`src/rtl/button_pkg.sv`:
```
// Shared definitions for the button debouncer.
//   state_e                : 2-bit debounce FSM state encoding
//   DefaultCountWidth      : counter width for the 12 MHz defaults
//   DefaultMaxCount        : debounce stability window (about 10 ms at 12 MHz)
//   DefaultLongMaxCount    : hold cycles before a long-press pulse
package button_pkg;

    typedef enum logic [1:0] {
        RELEASED     = 2'd0,
        PRESS_WAIT   = 2'd1,
        PRESSED      = 2'd2,
        RELEASE_WAIT = 2'd3
    } state_e;

    localparam int unsigned DefaultCountWidth   = 20;
    localparam int unsigned DefaultMaxCount     = 120000 - 1;
    localparam int unsigned DefaultLongMaxCount = (1 << 20) - 1;

endpackage

```
`src/rtl/sync_2ff.sv`:
```
// Two-flop synchronizer for a single asynchronous bit.
//   clk : destination clock
//   rst : synchronous active-high reset, loads RESET_VAL into both flops
//   d_i : asynchronous input
//   q_o : synchronized output (two cycles of latency)
module sync_2ff #(
    parameter bit RESET_VAL = 1'b0
) (
    input  logic clk,
    input  logic rst,
    input  logic d_i,
    output logic q_o
);

    logic meta_q;
    logic sync_q;

    always_ff @(posedge clk) begin
        if (rst) begin
            meta_q <= RESET_VAL;
            sync_q <= RESET_VAL;
        end else begin
            meta_q <= d_i;
            sync_q <= meta_q;
        end
    end

    assign q_o = sync_q;

endmodule

```
`src/rtl/button_debouncer.sv`:
```
// Debounces a raw pushbutton pin into a clean level plus one-cycle press and
// release pulses, all in the clk domain.
//   clk           : system clock
//   rst           : synchronous active-high reset
//   btn_in        : raw asynchronous button pin
//   pressed       : debounced level, 1 while the button is considered pressed
//   press_pulse   : one-cycle pulse when a press is accepted
//   release_pulse : one-cycle pulse when a release is accepted
//   long_press    : one-cycle pulse after a continuous hold of LONG_MAX_COUNT
// Optional feature macro: BUTTON_DEBOUNCER_LONG_PRESS_EN enables the hold
// counter and long_press; without it long_press is constant 0.
module button_debouncer
    import button_pkg::*;
#(
    parameter int unsigned COUNT_WIDTH    = DefaultCountWidth,
    parameter int unsigned MAX_COUNT      = DefaultMaxCount,
    parameter int unsigned LONG_MAX_COUNT = DefaultLongMaxCount,
    parameter bit          ACTIVE_LOW     = 1'b1
) (
    input  logic clk,
    input  logic rst,
    input  logic btn_in,
    output logic pressed,
    output logic press_pulse,
    output logic release_pulse,
    output logic long_press
);

    // Both limits must fit the counter so the compare-before-increment never wraps.
    if (64'(MAX_COUNT) >= (64'd1 << COUNT_WIDTH)) begin : g_max_count_check
        $error("MAX_COUNT does not fit in COUNT_WIDTH bits");
    end
    if (64'(LONG_MAX_COUNT) >= (64'd1 << COUNT_WIDTH)) begin : g_long_count_check
        $error("LONG_MAX_COUNT does not fit in COUNT_WIDTH bits");
    end

    localparam logic [COUNT_WIDTH-1:0] MaxCnt = COUNT_WIDTH'(MAX_COUNT);
    localparam logic [COUNT_WIDTH-1:0] CntOne = COUNT_WIDTH'(1);

    // Synchronizer idles at the released pin level so reset never looks like a press.
    logic pin_sync;
    logic s;

    sync_2ff #(
        .RESET_VAL (ACTIVE_LOW)
    ) u_sync (
        .clk (clk),
        .rst (rst),
        .d_i (btn_in),
        .q_o (pin_sync)
    );

    // s = 1 means pressed regardless of pin polarity.
    assign s = pin_sync ^ ACTIVE_LOW;

    state_e                 state_q, state_d;
    logic [COUNT_WIDTH-1:0] cnt_q, cnt_d;
    logic                   pressed_q, pressed_d;
    logic                   press_pulse_q, press_pulse_d;
    logic                   release_pulse_q, release_pulse_d;

    always_comb begin
        state_d         = state_q;
        cnt_d           = cnt_q;
        press_pulse_d   = 1'b0;
        release_pulse_d = 1'b0;

        unique case (state_q)
            RELEASED: begin
                if (s) begin
                    state_d = PRESS_WAIT;
                    cnt_d   = '0;
                end
            end
            PRESS_WAIT: begin
                if (!s) begin
                    state_d = RELEASED;
                end else if (cnt_q == MaxCnt) begin
                    state_d       = PRESSED;
                    press_pulse_d = 1'b1;
                end else begin
                    cnt_d = cnt_q + CntOne;
                end
            end
            PRESSED: begin
                if (!s) begin
                    state_d = RELEASE_WAIT;
                    cnt_d   = '0;
                end
            end
            RELEASE_WAIT: begin
                // A bounce back to pressed is silent: the press was never released.
                if (s) begin
                    state_d = PRESSED;
                end else if (cnt_q == MaxCnt) begin
                    state_d         = RELEASED;
                    release_pulse_d = 1'b1;
                end else begin
                    cnt_d = cnt_q + CntOne;
                end
            end
            default: begin
                state_d = RELEASED;
            end
        endcase

        // Level follows the accepted state, so it is registered alongside it.
        pressed_d = (state_d == PRESSED) || (state_d == RELEASE_WAIT);
    end

    always_ff @(posedge clk) begin
        if (rst) begin
            state_q         <= RELEASED;
            cnt_q           <= '0;
            pressed_q       <= 1'b0;
            press_pulse_q   <= 1'b0;
            release_pulse_q <= 1'b0;
        end else begin
            state_q         <= state_d;
            cnt_q           <= cnt_d;
            pressed_q       <= pressed_d;
            press_pulse_q   <= press_pulse_d;
            release_pulse_q <= release_pulse_d;
        end
    end

    assign pressed       = pressed_q;
    assign press_pulse   = press_pulse_q;
    assign release_pulse = release_pulse_q;

`ifdef BUTTON_DEBOUNCER_LONG_PRESS_EN
    localparam logic [COUNT_WIDTH-1:0] LongMaxCnt = COUNT_WIDTH'(LONG_MAX_COUNT);

    logic [COUNT_WIDTH-1:0] hold_q, hold_d;
    logic                   fired_q, fired_d;
    logic                   long_q, long_d;

    always_comb begin
        hold_d  = hold_q;
        fired_d = fired_q;
        long_d  = 1'b0;

        // Only a fresh press restarts the hold; release-wait bounces keep counting.
        if (press_pulse_d) begin
            hold_d = '0;
        end else if (pressed_q && !fired_q) begin
            if (hold_q == LongMaxCnt) begin
                long_d  = 1'b1;
                fired_d = 1'b1;
            end else begin
                hold_d = hold_q + CntOne;
            end
        end

        if (release_pulse_d) begin
            fired_d = 1'b0;
        end
    end

    always_ff @(posedge clk) begin
        if (rst) begin
            hold_q  <= '0;
            fired_q <= 1'b0;
            long_q  <= 1'b0;
        end else begin
            hold_q  <= hold_d;
            fired_q <= fired_d;
            long_q  <= long_d;
        end
    end

    assign long_press = long_q;
`else
    assign long_press = 1'b0;
`endif

endmodule

```
`config.mk`:
```
export PLATFORM = sky130hd
export DESIGN_NAME = button_debouncer
export DESIGN_NICKNAME = d
export VERILOG_FILES = /design/src/rtl/button_pkg.sv /design/src/rtl/sync_2ff.sv /design/src/rtl/button_debouncer.sv
export SDC_FILE = /design/constraint.sdc
export NUM_CORES = 1
export LEC_CHECK = 0
export CORE_ASPECT_RATIO = 0.5
export CORE_UTILIZATION = 48
export CTS_CLUSTER_DIAMETER = 200
export CTS_CLUSTER_SIZE = 25
export DETAILED_ROUTE_END_ITERATION = 10
export PLACE_DENSITY = 0.7
export SLEW_MARGIN = 20
export SYNTH_ARGS = -nofsm -noshare
export SYNTH_HDL_FRONTEND = slang
export SYNTH_SLANG_ARGS = --single-unit
```
`constraint.sdc`:
```
create_clock -name clk -period 4.9 [get_ports clk]
set_input_delay 0.735 -clock clk [delete_from_list [all_inputs] [get_ports clk]]
set_output_delay 0.735 -clock clk [all_outputs]
set_load 0.01 [all_outputs]
```
==> results.toml, run 1 <==
[route]
avgViaCountPerCell = 5.887
routedWlPerCell_um = 14.45
vias = 1148
drt_pre_antenna_iters = 4
drcViolationCount = 0
drt-total-wl_mm = 2.817
drtIter0Drc = 73
final_antenna_net_count = 0

[logic_synthesis]
synth_edf_count = 0
synth_cell_types = 43
yosysTopAreaCellShare_pct = 39.89
syn_area_per_cell_um2 = 8.576
synth_common_cells = "dfxtp_1 (27), nor2_1 (14), nand2_1 (13), a21oi_1 (10), nand3_1 (10)"
yosysWarningCount = 0
synth_nets = 162
synth_top_area_cell = "dfxtp_1"
synthTopCellsByArea = "dfxtp_1 (40%), o32ai_1 (4.5%), xnor2_1 (4.5%), nor2_1 (3.9%), a21oi_1 (3.7%)"
synthesis.area_um2 = 1355
yosys_register_bits = 27
synthArstFlopShare_pct = 0
ys_seq_area_share_pct = 39.89
synth.most_common_cell = "dfxtp_1"
synth-main-ff-cell = "dfxtp_1"
netlist_instances = 158

[pwr]
p_sw_mw = 0.08564
vdd_drop_max_uv = 97.33
powerDensity_nw_per_um2 = 252.7
intPower_mw = 0.2830
power_frac_comb_pct = 3.7
pwr-share-clk_pct = 35.9
leakage_nw = 0.4656
power_mw = 0.3687
sw_frac_of_total_pct = 23.23
power_frac_seq_pct = 60.4

[placement]
dp_cells = 191
gp_congestion = 0.8074
port_buffers = 5
dp_hpwl_mm = 1.989
place_area_um2 = 1410

[worst_setup_path]
crit_arrival_ps = 2390
critPathBufInv = 0
start_kind = "flip-flop"
required_ps = 5090
critPathKind = "reg2reg"
cp_slowest_cell = "or4_1"
end_kind = "flip-flop"
path_max_fanout = 7
critPathMaxStageDelay_ps = 700
regToRegSetupSlack_ps = 2690
cp_cell_sequence = "ha_1, nand3_1, or4_1, or3_2, o32ai_1"
path_delay_family = "simple AND/OR/NAND/NOR gates"

[sta]
hold_violations = 0
skew_ps = 5.712
slew_headroom_pct = 34.17
finalSetupViolations = 0
timing.hold.ws_ps = 440.2
fin_crit_sh_pct = 45.01
min_period_ps = 2206
clock.fmax_mhz = 453.4
drv_slew = 0
rsz0062_at_grt = "no"
worst_slew_pin_slew_ps = 980.5
setup_tns_ps = 0

[layout]
final_area_um2 = 1459
n_antenna_cell = 0
area_delta_synth_final_pct = 7.664
nets = 163
fillers = 252
layout-drive-gt1-share_pct = 10.13
fin_cells = 195

[global_route]
grt_pass1_wl_mm = 4.602
grt_remaining_overflow = 0
gr-usage-all-layers_pct = 20.03
grt_max_degree = 26
grt_antenna_before_repair = 0
grt_pass1_vias = 990

[min_path]
hp-class = "reg2reg"

[floorplanning]
ios = 7
die_area_um2 = 3052
num_rows = 13
coreArea_um2 = 2635
start_util_pct = 51.42
die_h_um = 39.57
fp.dieW_um = 77.14

[clocking]
cts_root_buf = "clkbuf_8"
cts_max_path_buffers = 2
cts.sinks = 27
cts_setup_buffers = 0
postCtsHoldBufs = 0
cts_resized = 0
numCtsBuffers = 3
clk_latency_ps = 280
cts_tree = "done"
cts_htree_levels = 1
clk_pin_slew_ps = 100

[outcome]
status = "finished, final reports clean"

[run]
maxCapViolCount = 0
## layout make-up
class                      instances  area, um^2  share of cell area (%)
inverter                           8       30.03                   2.058
tap                               37       46.29                   3.173
sequential                        27       540.5                   37.05
clock buffer                       3       41.29                   2.830
clock inverter                     1       7.507                  0.5146
multi-input combinational        114       743.2                   50.94
timing repair buffer               5       50.05                   3.431
## worst reg2reg max path, cell delays in order (launching register included)
cell	delay, ps
dfxtp_1	420
ha_1	260
nand3_1	140
or4_1	700
or3_2	480
o32ai_1	120
## state kept, by name, summed over array words and instances (netlist names)
register,count
release_pulse,1
state_q,2
cnt_q,20
press_pulse,1
pressed,1
u_sync.q_o,1
u_sync.meta_q,1
## per-layer routing
metal	vias to the layer above	global-route usage, %	share of wire (%)
met5	-	0	0
met4	0	4.717	0.67
met3	2	5.581	5.3
met2	31	34.07	46
met1	544	25.69	48
li1	571	-	-
## power by group through the flow
stage               Sequential, mW  Combinational [mW]  Clock, mW
global placement             0.228              0.0131          0
CTS                          0.223              0.0135      0.135
floorplan                    0.227              0.0110          0
detailed placement           0.228              0.0134          0
global route                 0.223              0.0150      0.143
finish                       0.223              0.0135      0.132
## worst paths after layout
check / from / cells past startpoint / end
worst max-delay path: cnt_q[0] / 5 / cnt_q[8]
worst min-delay path: u_sync.meta_q / 1 / u_sync.q_o
worst max register to register: cnt_q[0] / 5 / cnt_q[8]
worst min register to register: u_sync.meta_q / 1 / u_sync.q_o
## cell families (layout without fill, tap and decap cells)
family                     count (synthesis)  count (layout)  synth area share, %
xor gates and xnor gates                  10              10                6.464
and+or+nand+nor                           79              79                35.46
buffers and inverters                     17              17                5.263
adders and majority gates                  1               1               0.9232
DFF                                       27              27                39.89
other                                      1               1               0.2767
AOI/OAI and AO/OA                         23              23                11.73
## layout by cell type, fill, tap and decap left out, types with 2 or more instances in the layout
master | Yosys | layout
and3_1 | 5 | 5
or2_2 | 2 | 2
nand3_1 | 10 | 10
a21oi_1 | 10 | 10
o32ai_1 | 7 | 7
nor4_1 | 3 | 3
xnor2_1 | 7 | 7
inv_1 | 8 | 8
nor3_1 | 4 | 4
dfxtp_1 | 27 | 27
xor2_1 | 3 | 3
clkbuf_8 | 0 | 3
or3_1 | 6 | 6
or4_1 | 3 | 3
clkdlybuf4s50_1 | 0 | 5
nand2_1 | 13 | 13
nand4_1 | 4 | 4
nor2_1 | 14 | 14
## metrics by stage
| step | setup slack, ps | utilization (%) |
|---|---|---|
| after CTS | 2703 | 55.37 |
| after detailed placement | 2542 | 53.51 |
| after floorplan | 3019 | - |
| final | 2694 | 55.37 |
| after global routing | 2556 | 55.37 |
| after global placement | 2560 | 53.51 |
Note: power is estimated with default switching activity, not from simulation.
==> run 2, diff against run 1 <==
clock period = 2.25 ns   (was 4.9 ns; I/O delays follow)
==> run 2 against run 1 <==
- non-clock buffer count grew 3
- core utilization grew 1.0 points
- clock skew shrank 2.7 ps
- largest cell class unchanged
- largest power group unchanged
==> results.toml, run 2 (synthesis gave the netlist of run 1 again) <==
[worst_setup_path]
r2r-start = "cnt_q[0]"
critPathKind = "reg2reg"
start_kind = "flip-flop"
crit_arrival_ps = 2280
required_ps = 2430
regToRegSetupSlack_ps = 160
r2r_cells = 5
end_kind = "flip-flop"
r2r-end = "cnt_q[8]"
path_max_fanout = 7

[placement]
port_buffers = 5
dp_hpwl_mm = 1.956
gp_congestion = 0.8521
place_area_um2 = 1433

[clocking]
cts_tree = "done"
cts_max_path_buffers = 2
cts_htree_levels = 1
cts_root_buf = "clkbuf_8"
clk_latency_ps = 270
cts.sinks = 27
clk_pin_slew_ps = 90
numCtsBuffers = 3

[sta]
worst_slew_pin_slew_ps = 625.7
finalSetupViolations = 0
skew_ps = 2.979
hold_violations = 0
clock.fmax_mhz = 477.4
setup_tns_ps = 0
slew_headroom_pct = 58.08
fin_crit_sh_pct = 93.11
min_period_ps = 2095
rsz0062_at_grt = "no"
drv_slew = 0
timing.hold.ws_ps = 436.4

[pwr]
power_frac_seq_pct = 60.6
pwr-share-clk_pct = 35.1
p_sw_mw = 0.1813
sw_frac_of_total_pct = 22.72
powerDensity_nw_per_um2 = 536.8
intPower_mw = 0.6166
leakage_nw = 0.4932
vdd_drop_max_uv = 304.5
power_frac_comb_pct = 4.3

[floorplanning]
die_h_um = 39.57
fp.dieW_um = 77.14
die_area_um2 = 3052
start_util_pct = 51.42
coreArea_um2 = 2635
num_rows = 13
ios = 7

[route]
drt_pre_antenna_iters = 4
avgViaCountPerCell = 5.763
drt-total-wl_mm = 2.748
final_antenna_net_count = 0
routedWlPerCell_um = 13.88
wl_met1_mm = 1.422
top_layer_used = "met3"
drcViolationCount = 0
wl_met3_um = 82
wl_met2_mm = 1.243
drtIter0Drc = 46
vias = 1141

[global_route]
grt_remaining_overflow = 0
grt_max_degree = 20
grt_pass1_vias = 954
grt_antenna_before_repair = 0
gr-usage-all-layers_pct = 18.83
grt_pass1_wl_mm = 4.340

[layout]
largest_register_ffs = 20
final_common_cell = "dfxtp_1"
reg_top3 = "cnt_q (20), state_q (2)"
fillers = 256
regArea_um2 = 540.5
area_delta_synth_final_pct = 9.696
nets = 166
top_register = "cnt_q"
n_antenna_cell = 0
multiInputGateArea_um2 = 750.7
layout-drive-gt1-share_pct = 12.42
final_area_um2 = 1486
final_cell_mix = "dfxtp_1 (27), nor2_1 (14), nand2_1 (13)"

[min_path]
hp-class = "reg2reg"
hold_depth = 1
worstHoldStart = "u_sync.meta_q"
holdPathEnd = "u_sync.q_o"

[run]
maxCapViolCount = 0

[outcome]
status = "finished, final reports clean"
==> run 2: cell types whose count changed in the layout (fill, tap and decap cells not counted), sizes merged <==
cell | before | now
clkinvlp | 1 | 0
clkinv | 0 | 1
buf | 0 | 3
==> run 2: worst max path at each step <==
stage	start	to	slack, ps	cells after the start
detailed placement	cnt_q[0]	cnt_q[16]	180	6
CTS	cnt_q[0]	cnt_q[16]	150	6
global placement	u_sync.q_o	cnt_q[12]	210	5
finish	cnt_q[0]	cnt_q[8]	160	5
global route	cnt_q[0]	cnt_q[16]	20	6
floorplan	cnt_q[0]	cnt_q[8]	370	6
==> run 2: cell type report <==
| class | count | share of cell area (%) |
|---|---|---|
| multi-input combinational | 114 | 50.50 |
| sequential | 27 | 36.36 |
| timing repair buffer | 8 | 4.882 |
| tap | 37 | 3.114 |
| clock buffer | 3 | 2.778 |
| inverter | 8 | 2.020 |
| clock inverter | 1 | 0.3367 |
==> run 2: power groups by stage <==
stage / clock, mW / sequential (mW) / combinational, mW
final: 0.280 / 0.483 / 0.0342
after floorplan: 0 / 0.494 / 0.0239
after detailed placement: 0 / 0.494 / 0.0331
after CTS: 0.285 / 0.483 / 0.0333
after global routing: 0.307 / 0.484 / 0.0368
after global placement: 0 / 0.494 / 0.0330
==> run 2: routing by layer <==
layer	GRT usage (%)	vias to the layer above
met2	34.29	21
met3	4.884	0
met5	0	-
met1	23.03	538
li1	-	582
met4	4.245	0
==> run 2: repair_timing <==
action                                 in CTS  in global routing
buffers inserted                            0                  0
resized for setup                           0                  1
hold buffers                                0                  0
setup endpoints to repair                   0                  1
endpoints found under the hold margin       0                  0
==> run 2: through the flow <==
step / power (mW) / utilization [%] / setup WS [ps] / std cells
final: 0.7979 / 56.41 / 155.1 / 198
after detailed placement: 0.5273 / 54.37 / 175.5 / 194
after global routing: 0.8271 / 56.41 / 20.78 / 198
after CTS: 0.8009 / 56.13 / 151.9 / 198
after floorplan: 0.5177 / - / 368.7 / 158
after global placement: 0.5273 / 54.37 / 207.9 / 194
==> run 2: critical path, stage by stage (launching register included) <==
cell     delay [ps]
dfxtp_1         390
ha_1            230
nand3_1         140
or4_1           670
or3_2           460
o32ai_1         120
==> run 3, diff against run 2 <==
clock period = 2.3 ns   (was 2.25 ns; I/O delays follow)
==> run 3 against run 2 <==
- hold slack got worse by 6.7 ps
- count of clock-buffer cells in the layout did not move
- power shrank 2.1%
- largest cell class unchanged
- register-to-register slack improved by 20 ps
- worst setup slack gained 24 ps
- sequential power down 2%
- core utilization down 0.28 points
- via count down 0.18%
- clock power decreased by 1%
- final cell count is the same
- sequential share of layout area rose by 0.18 points
==> results.toml, run 3 (synthesis gave the netlist of run 1 again) <==
[min_path]
holdPathEnd = "u_sync.q_o"
hold_depth = 1
worstHoldStart = "u_sync.meta_q"
hp-class = "reg2reg"

[layout]
final_area_um2 = 1479
layout-drive-gt1-share_pct = 11.80
nets = 166
n_antenna_cell = 0
final_cell_mix = "dfxtp_1 (27), nor2_1 (14), nand2_1 (13)"
final_common_cell = "dfxtp_1"
reg_top3 = "cnt_q (20), state_q (2)"
largest_register_ffs = 20
top_register = "cnt_q"
fillers = 256
area_delta_synth_final_pct = 9.141

[global_route]
grt_max_degree = 20
grt_pass1_wl_mm = 4.340
gr-usage-all-layers_pct = 18.83
grt_pass1_vias = 954
grt_antenna_before_repair = 0
grt_remaining_overflow = 0

[clocking]
cts_root_buf = "clkbuf_8"
cts_htree_levels = 1
clk_pin_slew_ps = 90
numCtsBuffers = 3
cts_tree = "done"
cts_setup_buffers = 0
cts.sinks = 27
postCtsHoldBufs = 0
clk_latency_ps = 280
cts_max_path_buffers = 2
cts_resized = 0

[sta]
hold_violations = 0
fin_crit_sh_pct = 92.20
finalSetupViolations = 0
clock.fmax_mhz = 471.5
drv_slew = 0
rsz0062_at_grt = "no"
timing.hold.ws_ps = 429.7
min_period_ps = 2121
skew_ps = 3.366
worst_slew_pin_slew_ps = 1044
slew_headroom_pct = 29.91
setup_tns_ps = 0

[outcome]
status = "finished, final reports clean"

[worst_setup_path]
required_ps = 2460
crit_arrival_ps = 2290
r2r_cells = 5
start_kind = "flip-flop"
end_kind = "flip-flop"
path_max_fanout = 13
critPathKind = "reg2reg"
regToRegSetupSlack_ps = 180
r2r-start = "state_q[1]"
r2r-end = "cnt_q[12]"

[route]
avgViaCountPerCell = 5.753
final_antenna_net_count = 0
drtIter0Drc = 47
routedWlPerCell_um = 13.96
drcViolationCount = 0
drt_pre_antenna_iters = 4
vias = 1139
drt-total-wl_mm = 2.764

[floorplanning]
start_util_pct = 51.42
die_area_um2 = 3052
num_rows = 13
die_h_um = 39.57
ios = 7
coreArea_um2 = 2635
fp.dieW_um = 77.14

[placement]
gp_congestion = 0.8521
dp_hpwl_mm = 1.956
place_area_um2 = 1433
port_buffers = 5

[pwr]
power_frac_seq_pct = 60.5
power_mw = 0.7811
intPower_mw = 0.6029
sw_frac_of_total_pct = 22.81
vdd_drop_max_uv = 299.1
power_frac_comb_pct = 4.2
pwr-share-clk_pct = 35.3
powerDensity_nw_per_um2 = 528.2
leakage_nw = 0.4851
p_sw_mw = 0.1782

[run]
maxCapViolCount = 0
[run 3: changes by cell type in the layout (fill, tap and decap cells not counted)]
cell and change:
xnor2_2 -1, xnor2_1 +1
[run 3: worst max-delay path by stage]
stage,startpoint,end,slack [ps],cells past startpoint
3_3_place_gp,u_sync.q_o,cnt_q[12],260,5
5_1_grt,state_q[1],cnt_q[12],40,5
2_1_floorplan,cnt_q[0],cnt_q[8],420,6
4_1_cts,cnt_q[0],cnt_q[16],200,6
3_5_place_dp,cnt_q[0],cnt_q[16],230,6
6_report,state_q[1],cnt_q[12],180,5
[run 3: metal layers]
metal	share of wire, %	global-route usage [%]
met5	0	0
met3	4.1	4.884
met4	0.65	4.245
met1	52	23.03
met2	44	34.29
[run 3: worst max-delay path, cell delays in order (launching register included)]
cell	delay (ps)
dfxtp_1	350
xnor2_1	840
nand3_1	290
nor4b_4	340
xnor2_1	150
nor2_1	50
[run 3: final cells by class]
| type | count | area (um^2) | area share (%) |
|---|---|---|---|
| repair buffers | 8 | 72.57 | 4.907 |
| flip-flops and latches | 27 | 540.5 | 36.55 |
| inverters | 8 | 30.03 | 2.030 |
| multi-input cells | 114 | 743.2 | 50.25 |
| well taps | 37 | 46.29 | 3.130 |
| clock inverters | 1 | 5.005 | 0.3384 |
| clock buffers | 3 | 41.29 | 2.792 |
[run 3: metrics by stage]
stage	instances	setup slack, ps	utilization [%]
after floorplan	158	418.7	-
after global placement	194	257.9	54.37
after detailed placement	194	225.5	54.37
after CTS	198	201.9	56.13
after global routing	198	39.89	56.13
final	198	179.3	56.13
[run 3: power by group through the flow]
stage | clock network (mW) | registers (mW) | logic [mW]
floorplan | 0 | 0.483 | 0.0233
global placement | 0 | 0.484 | 0.0323
detailed placement | 0 | 0.484 | 0.0323
CTS | 0.278 | 0.473 | 0.0326
global route | 0.300 | 0.473 | 0.0356
finish | 0.276 | 0.473 | 0.0331
